[src/rtl/mem_sched_pkg.sv]
// Shared types and grant policy for the DDR read/write scheduler.
// Keeping pick_dir pure lets the direction policy be exercised in isolation.
package mem_sched_pkg;

  typedef enum logic [2:0] {
    StIdle,
    StRd,
    StWr,
    StZlen,
    StGap
  } sched_state_e;

  localparam logic DIR_RD = 1'b0;
  localparam logic DIR_WR = 1'b1;

  localparam int unsigned STREAK_BITS = 4;
  localparam int unsigned BUSY_BITS   = 13;

  // A lone requester always wins; with both pending, stay on the current
  // direction until its run reaches run_max, then hand over.
  function automatic logic pick_dir(input logic                   req_rd,
                                    input logic                   req_wr,
                                    input logic                   last_dir,
                                    input logic [STREAK_BITS-1:0] streak,
                                    input logic [STREAK_BITS-1:0] run_max);
    if (req_rd && !req_wr) return DIR_RD;
    if (req_wr && !req_rd) return DIR_WR;
    if (streak < run_max) return last_dir;
    return ~last_dir;
  endfunction

endpackage

[src/rtl/mem_rw_sched.sv]
// Grants one burst at a time to the burst engine, favouring same-direction runs,
// completing zero-length bursts locally and flagging bursts that never finish.
module mem_rw_sched
  import mem_sched_pkg::*;
#(
  parameter int unsigned MEM_DATA_BITS = 64,
  parameter int unsigned RUN_MAX       = 4,
  parameter int unsigned TIMEOUT       = 4096
) (
  input  logic                     mem_clk,
  input  logic                     rst,
  input  logic                     calib_done,
  input  logic                     s_rd_burst_req,
  input  logic [9:0]               s_rd_burst_len,
  input  logic [23:0]              s_rd_burst_addr,
  output logic                     s_rd_burst_data_valid,
  output logic [MEM_DATA_BITS-1:0] s_rd_burst_data,
  output logic                     s_rd_burst_finish,
  input  logic                     s_wr_burst_req,
  input  logic [9:0]               s_wr_burst_len,
  input  logic [23:0]              s_wr_burst_addr,
  output logic                     s_wr_burst_data_req,
  input  logic [MEM_DATA_BITS-1:0] s_wr_burst_data,
  output logic                     s_wr_burst_finish,
  output logic                     m_rd_burst_req,
  output logic [9:0]               m_rd_burst_len,
  output logic [23:0]              m_rd_burst_addr,
  input  logic                     m_rd_burst_data_valid,
  input  logic [MEM_DATA_BITS-1:0] m_rd_burst_data,
  input  logic                     m_rd_burst_finish,
  output logic                     m_wr_burst_req,
  output logic [9:0]               m_wr_burst_len,
  output logic [23:0]              m_wr_burst_addr,
  input  logic                     m_wr_burst_data_req,
  input  logic                     m_wr_burst_finish,
  output logic [MEM_DATA_BITS-1:0] m_wr_burst_data,
  output logic [15:0]              rd_burst_cnt,
  output logic [15:0]              wr_burst_cnt,
  output logic                     err_timeout
);

  localparam logic [STREAK_BITS-1:0] RunMaxW   = STREAK_BITS'(RUN_MAX);
  localparam logic [BUSY_BITS-1:0]   BusyLimit = BUSY_BITS'(TIMEOUT - 1);

  sched_state_e           state_q, state_d;
  logic                   last_dir_q, last_dir_d;
  logic [STREAK_BITS-1:0] streak_q, streak_d;
  logic [9:0]             len_q, len_d;
  logic [23:0]            addr_q, addr_d;
  logic [BUSY_BITS-1:0]   busy_q, busy_d;
  logic                   err_q, err_d;
  logic [15:0]            rd_cnt_q, rd_cnt_d;
  logic [15:0]            wr_cnt_q, wr_cnt_d;

  logic        dir_sel;
  logic [9:0]  sel_len;
  logic [23:0] sel_addr;
  logic        in_rd, in_wr, zlen_rd, zlen_wr;

  always_comb begin
    state_d    = state_q;
    last_dir_d = last_dir_q;
    streak_d   = streak_q;
    len_d      = len_q;
    addr_d     = addr_q;
    busy_d     = busy_q;
    err_d      = err_q;
    rd_cnt_d   = rd_cnt_q;
    wr_cnt_d   = wr_cnt_q;

    dir_sel  = pick_dir(s_rd_burst_req, s_wr_burst_req, last_dir_q, streak_q, RunMaxW);
    sel_len  = (dir_sel == DIR_WR) ? s_wr_burst_len  : s_rd_burst_len;
    sel_addr = (dir_sel == DIR_WR) ? s_wr_burst_addr : s_rd_burst_addr;

    // Busy time only accrues while a real burst is open; never aborted here.
    if (state_q == StRd || state_q == StWr) begin
      if (busy_q != '1) busy_d = busy_q + 1'b1;
      if (busy_q >= BusyLimit) err_d = 1'b1;
    end

    unique case (state_q)
      StIdle: begin
        if (calib_done && (s_rd_burst_req || s_wr_burst_req)) begin
          last_dir_d = dir_sel;
          if (dir_sel != last_dir_q)   streak_d = STREAK_BITS'(1);
          else if (streak_q < RunMaxW) streak_d = streak_q + 1'b1;
          else                         streak_d = RunMaxW;
          busy_d = '0;
          if (sel_len == '0) begin
            state_d = StZlen;
          end else begin
            state_d = (dir_sel == DIR_WR) ? StWr : StRd;
            len_d   = sel_len;
            addr_d  = sel_addr;
          end
        end
      end
      StRd: begin
        if (m_rd_burst_finish) begin
          state_d  = StGap;
          rd_cnt_d = rd_cnt_q + 16'd1;
        end
      end
      StWr: begin
        if (m_wr_burst_finish) begin
          state_d  = StGap;
          wr_cnt_d = wr_cnt_q + 16'd1;
        end
      end
      StZlen:  state_d = StGap;
      StGap:   state_d = StIdle;
      default: state_d = StIdle;
    endcase
  end

  always_ff @(posedge mem_clk) begin
    if (rst) begin
      state_q    <= StIdle;
      last_dir_q <= DIR_RD;
      streak_q   <= '0;
      len_q      <= '0;
      addr_q     <= '0;
      busy_q     <= '0;
      err_q      <= 1'b0;
      rd_cnt_q   <= '0;
      wr_cnt_q   <= '0;
    end else begin
      state_q    <= state_d;
      last_dir_q <= last_dir_d;
      streak_q   <= streak_d;
      len_q      <= len_d;
      addr_q     <= addr_d;
      busy_q     <= busy_d;
      err_q      <= err_d;
      rd_cnt_q   <= rd_cnt_d;
      wr_cnt_q   <= wr_cnt_d;
    end
  end

  assign in_rd   = (state_q == StRd);
  assign in_wr   = (state_q == StWr);
  assign zlen_rd = (state_q == StZlen) && (last_dir_q == DIR_RD);
  assign zlen_wr = (state_q == StZlen) && (last_dir_q == DIR_WR);

  assign m_rd_burst_req  = in_rd;
  assign m_rd_burst_len  = len_q;
  assign m_rd_burst_addr = addr_q;
  assign m_wr_burst_req  = in_wr;
  assign m_wr_burst_len  = len_q;
  assign m_wr_burst_addr = addr_q;

  // Data path is purely combinational and gated by the granted direction.
  assign s_rd_burst_data_valid = in_rd & m_rd_burst_data_valid;
  assign s_rd_burst_data       = in_rd ? m_rd_burst_data : '0;
  assign s_rd_burst_finish     = (in_rd & m_rd_burst_finish) | zlen_rd;
  assign s_wr_burst_data_req   = in_wr & m_wr_burst_data_req;
  assign s_wr_burst_finish     = (in_wr & m_wr_burst_finish) | zlen_wr;
  assign m_wr_burst_data       = in_wr ? s_wr_burst_data : '0;

  assign rd_burst_cnt = rd_cnt_q;
  assign wr_burst_cnt = wr_cnt_q;
  assign err_timeout  = err_q;

endmodule

[config.mk]
export PLATFORM = sky130hd
export DESIGN_NAME = mem_rw_sched
export DESIGN_NICKNAME = d
export VERILOG_FILES = /design/src/rtl/mem_sched_pkg.sv /design/src/rtl/mem_rw_sched.sv
export SDC_FILE = /design/constraint.sdc
export NUM_CORES = 1
export LEC_CHECK = 0
export ABC_AREA = 1
export BUFFER_PORTS_ARGS = -buffer_cell sky130_fd_sc_hd__buf_2
export CAP_MARGIN = 20
export CORE_AREA = 2 2 170 172
export CTS_CLUSTER_DIAMETER = 150
export DETAILED_ROUTE_END_ITERATION = 16
export DIE_AREA = 0 0 172 174
export SYNTH_ARGS = -nofsm -noshare
export SYNTH_HDL_FRONTEND = slang
export SYNTH_SLANG_ARGS = --single-unit
[constraint.sdc]
create_clock -name mem_clk -period 4.34 [get_ports mem_clk]
set_clock_uncertainty 0.05 [all_clocks]
set_input_delay 0.217 -clock mem_clk [delete_from_list [all_inputs] [get_ports mem_clk]]
set_output_delay 0.217 -clock mem_clk [all_outputs]
set_load 0.02 [all_outputs]
Word-level counts from Yosys, hierarchy flattened
Cells that the tools add are included.
Cells by class
  add/subtract/negate cells: 4
  $mul: 0
  divide/modulo/power cells: 0
  $lt $le $gt $ge: 2
  equality and inequality tests: 8
  shift-type cells: 0
  muxes and demuxes: 28
  bitwise operators: 8
  reductions and logical operators: 17
Operator list (count)
  $mux W64: 2
  $mux W13: 4
  $add A16 B1 Y16 const B: 2
  $mux W24: 1
  $add A13 B1 Y13 const B: 1
  $ge A13 B12 Y1 const B: 1
  $ne A13 B13 Y1 const B: 1
  $mux W1: 12
  $pmux W3 S4: 1
  $logic_not A10 Y1: 1
  $mux W10: 1
  $mux W3: 3
  $mux W4: 2
  $reduce_and A2 Y1: 4
  $eq A3 B2 Y1 const B: 2
  $ne A2 B2 Y1 const B: 3
  $reduce_and A3 Y1: 2
  $logic_and A1 B1 Y1: 5
  $add A4 B1 Y4 const B: 1
  $and A1 B1 Y1: 4
  $lt A4 B3 Y1 const B: 1
  $mux W2: 2
  $eq A3 B1 Y1 const B: 1
  $logic_not A3 Y1: 1
  5 further kinds: 9
Storage, ports and cells
  register bits: 88
  latch bits: 0
  memory bits (writable): 0
  ROM bits: 0
  input port bits: 205
  output and inout port bits: 235
  logic and storage cells: 76
  memories: 0

Longest topological paths before layout
  depth after elaboration: 14
  gate-level depth with buffers: 14
  gate-level depth less buffers: 13

Worst setup path before layout
Ideal clock, no wire load.
  path kind: reg-to-reg
  start point: reg state_q[0]
  end point: reg wr_cnt_q[14], in the netlist wr_burst_cnt[14]
  setup time: 0.116 ns
  arrival: 1.624 ns
  data required time: 4.174 ns
  slack: 2.550 ns
  stages on the path, launching flop included: 11
  buffers on the path: 0
  clock period less this slack: 1.790 ns
  path through: dfxtp_1 > nor2_1 > nand2_2 > inv_2 > nand2_2 > nor2_1 > nand3_1 > nor3_1 > nand4_1 > o21ai_0 > nor2_1
Between the ends
  cells in the longest elaborated chain, start to end: 2
RTL lines
  from (decl): line mem_rw_sched.sv:45  | sched_state_e state_q, state_d;
  from (signal assigned): line mem_rw_sched.sv:118  | state_q <= StIdle;
  from (signal assigned): line mem_rw_sched.sv:128  | state_q <= state_d;
  $eq A3 B2 Y1
  via m_wr_burst_req: line mem_rw_sched.sv:31  | output logic m_wr_burst_req,
  $reduce_and A2 Y1 (no line)
  to (signal assigned): line mem_rw_sched.sv:136  | wr_cnt_q <= wr_cnt_d;
  to (decl): line mem_rw_sched.sv:53  | logic [15:0] wr_cnt_q, wr_cnt_d;
The timed path passes the listed nets, and every way through them passes these cells.
A chain may end at the register's enable or synchronous reset.

Final worst setup path
  start point: reg last_dir_q
  end point: reg addr_q[8], in the netlist m_rd_burst_addr[8]
Between the ends
  cells in the longest elaborated chain, start to end: 8
RTL lines
  from (decl): line mem_rw_sched.sv:46  | logic last_dir_q, last_dir_d;
  from (signal assigned): line mem_rw_sched.sv:129  | last_dir_q <= last_dir_d;
  $mux W1 / $not A1 Y1 (equally long branches): line mem_sched_pkg.sv:28, mem_sched_pkg.sv:29
  $mux W1 (*): line mem_sched_pkg.sv:29  | return ~last_dir;
  $mux W1 (*): line mem_sched_pkg.sv:28  | if (streak < run_max) return last_dir;
  $mux W1 (*): line mem_sched_pkg.sv:27  | if (req_wr && !req_rd) return DIR_WR;
  $mux W10: line mem_rw_sched.sv:72  | sel_len = (dir_sel == DIR_WR) ? s_wr_burst_len : s_rd_burst_len;
  $logic_not A10 Y1: line mem_rw_sched.sv:89  | if (sel_len == '0) begin
  $not A1 Y1 (no line)
  $reduce_and A3 Y1 (no line)
  to (signal assigned): line mem_rw_sched.sv:132  | addr_q <= addr_d;
  to (decl): line mem_rw_sched.sv:49  | logic [23:0] addr_q, addr_d;
Every way passes the cells marked *; elsewhere a longest branch is shown, timed or not.

==> summary.md <==
| Metric | Value |
|---|---|
| Post-synth ARST share | 0 |
| H-tree levels | 3 |
| First-pass GRT wire length | 35130 microns |
| Top post-synthesis cells by area | dfxtp_1 30%, inv_1 12%, nor2_1 11% |
| M2 GR Usage | 0.3009 |
| Cell mode on critical path | nand2_1 |
| Critical-path cell list | inv_2 -> nand2_1 -> nand3_4 -> nand2_2 -> nand2_1 -> nand2_1 -> nand2_1 -> nor2_2 -> nand3_4 -> nand2_8 -> nand2_1 -> a21oi_1 |
| Mapped Cells | 939 |
| Largest net degree at the start of global routing | 68 |
| Hold WS | between 0.1 and 0.15 ns |
| Placed cell areas | 8015 sq um |
| Max-Slew Margin vs Limit | 0.3709 |
| Tot GR Track Use | 0.1520 |
| CTS tree | done |
| Iteration-0 DRC Markers | 257 |
| Endpoint class of the critical path | register |
| Mean Syn Cell Area | about 6.2 sq um |
| Max clock buf depth | 2 |
| Met3 usage | 0.03301 |
| Cells after DPL | ~1.7k |
| RSZ-0062 raised after global routing | no |
| Die X | approximately 170 microns |
| Drt wl/cell | 13.84 microns |
| Post-synth top cells | 190 x inv_1, 169 x nor2_1, 163 x nand2_1 |
| Share of layout cells above drive strength 1 | 0.3995 |
| Final Slew Violations | 0 |
| Final non-filler cell total | between 1.5k and 2k |
| Area Overhead vs Synth | 43.81% |
| Maxcap violations | 0 |
| Initial antenna violation count | 10 |
| Worst-margin pin slew | 0.9426 ns |
| Global routing's busiest layer | met2 |
| Cts hold-fix bufs | 0 |
| CP Class | register to register |
| IO buf count | 439 |
| CP max-delay cell | nand2_2 |
| CTS Sinks | 88 |
| Crit-path leading delay family | simple AND/OR/NAND/NOR gates |
| Min cycle time layout | between 2 and 3 ns |
| Worst Path Max Fanout | 41 |
| Grt total ovfl | 0 |
| Synth Net Count | 1148 |
| Share of the synthesized area in the top cell type | 0.3044 |
| Root Driver | clkbuf_16 |
| Worst-case vdd ir drop | 0.0001685 V |
| Die Span Y | between 150 and 200 microns |
| Initial Util | 0.2049 |
| Setup slack after layout | around 1.6 ns |
| Core Util, Final | 0.2947 |
| CTS Buf Count | 9 |
| Worst path max stage delay | around 0.47 ns |
| Die area | about 30000 sq um |
| Vias in the first global route | around 6.5k |
| Core footprint | 28240 sq um |
| Final setup TNS | 0 ns |
| Final wirelength | 23680 microns |
| Leading area contributor after synthesis | dfxtp_1 |
| Most common cell in the netlist | inv_1 |
| Yosys reg bits | 88 |
| Cell Area, Synth | 5787 sq um |
| Buf/Inv on CP | 1 |
| Skew-Pair Late Insertion Delay | between 0.3 and 0.4 ns |
| Drt via density | 4.053 |
| Worst endpoint required time | 4.58 ns |
| Cell variety after synth | 41 |
| Via count | 6934 |
| Outcome | complete, no violations |
| Fmax | 360.7 MHz |
| Sequential share of the synthesized area | 0.3044 |
| I/O Pins | 440 |
| Main synth FF type | dfxtp_1 |
| Fin crit share | 0.6389 |
| Pwr Density | 272.3 nW/um^2 |
| Post-Place Setup Slack | 1.585 ns |
| # setup viols final | 0 |
| Worst path arrival time | between 3 and 4 ns |
| EDFF count, synth | 0 |
| Gpl congestion | 0.8554 |
| First-pass iteration count of the detailed router | 4 |
| Final antenna-violating net count | 0 |
| Fin area | 8322 sq um |
| Total Power | 2.266 mW |
| Met1 track demand over resource | 0.1582 |
| Clock transition at path regs | roughly 0.08 ns |
| Post-cts resize count | 0 |
| Final nets | 1528 |
| Hold Vio Cnt, Final | 0 |
| DRC | 0 |
| Rows | just over 60 |
| HPWL after DPL | 19560 microns |
| CP Launch Type | register |
| Ys Warns | 0 |
| Post-CTS Setup Inserts | 0 |
| Leakage | 5.009 nW |
| Hold WC Path Type | primary input to register |
-- worst min-delay path, delay by kind of cell --
kind | cells | cell delay (ns)
AOI/OAI and AO/OA | 1 | 0.07
buffers and inverters | 1 | 0.12
and+or+nand+nor | 1 | 0.08
-- per-layer routing --
metal,vias up,wire (microns)
li1,3563,-
met1,3059,9029
met2,282,12610
met3,28,1527
met4,2,497
met5,-,10
-- cell type report --
type | instances | area (sq um)
repair buffers | 443 | 2227
flip-flops and latches | 88 | 1762
multi-input cells | 580 | 2806
well taps | 384 | 480.5
fillers | 3206 | 19920
inverters | 197 | 739.5
clock buffers | 9 | 225.2
clock inverters | 7 | 73.82
diodes | 3 | 7.507
-- where the power goes --
group	switching, mW	internal (mW)
sequential	0.0361	0.841
clock	0.374	0.406
combinational	0.391	0.217
total	0.802	1.46
-- cell usage in the layout, fill, tap and decap left out, types with 4 or more instances in the layout --
cell       instances
buf_2            439
nor3_1            10
nor2_2             7
o21ai_0           35
nand2_2           25
a21oi_2           19
dfxtp_1           88
xor2_1             4
and3_1             4
clkbuf_16          9
inv_2              6
a21oi_1           44
nor2_1           169
nand4_1            9
nand2_1          163
nand3_1           56
ha_1               4
nor3b_1            4
inv_1            190
buf_4              4
-- logic make-up after synthesis --
logic type / count (synthesis) / share of synthesized area
xor+xnor: 5 / 0.007567
flops: 88 / 0.3044
fa+ha+maj: 4 / 0.008649
buf+inv: 271 / 0.2106
simple gates: 461 / 0.3568
compound gates: 110 / 0.1120
-- final timing paths --
check / from / end / slack, ns / cells after the start
worst max-delay path: last_dir_q$_SDFFE_PP0P_ / m_rd_burst_addr[8]$_SDFFE_PP0P_ / 1.57 / 12
worst min-delay path: m_wr_burst_finish / wr_burst_cnt[1]$_SDFFE_PP0P_ / 0.14 / 3
worst max register to register: last_dir_q$_SDFFE_PP0P_ / m_rd_burst_addr[8]$_SDFFE_PP0P_ / 1.57 / 12
worst min register to register: wr_burst_cnt[12]$_SDFFE_PP0P_ / wr_burst_cnt[12]$_SDFFE_PP0P_ / 0.41 / 2
-- sequential cells by signal (all words and copies together) (netlist names) --
name	count
m_rd_burst_len	10
m_rd_burst_addr	24
rd_burst_cnt	16
err_timeout	1
last_dir_q	1
busy_q	13
streak_q	4
wr_burst_cnt	16
state_q	3
No activity file was read; power rests on OpenSTA's default activity.
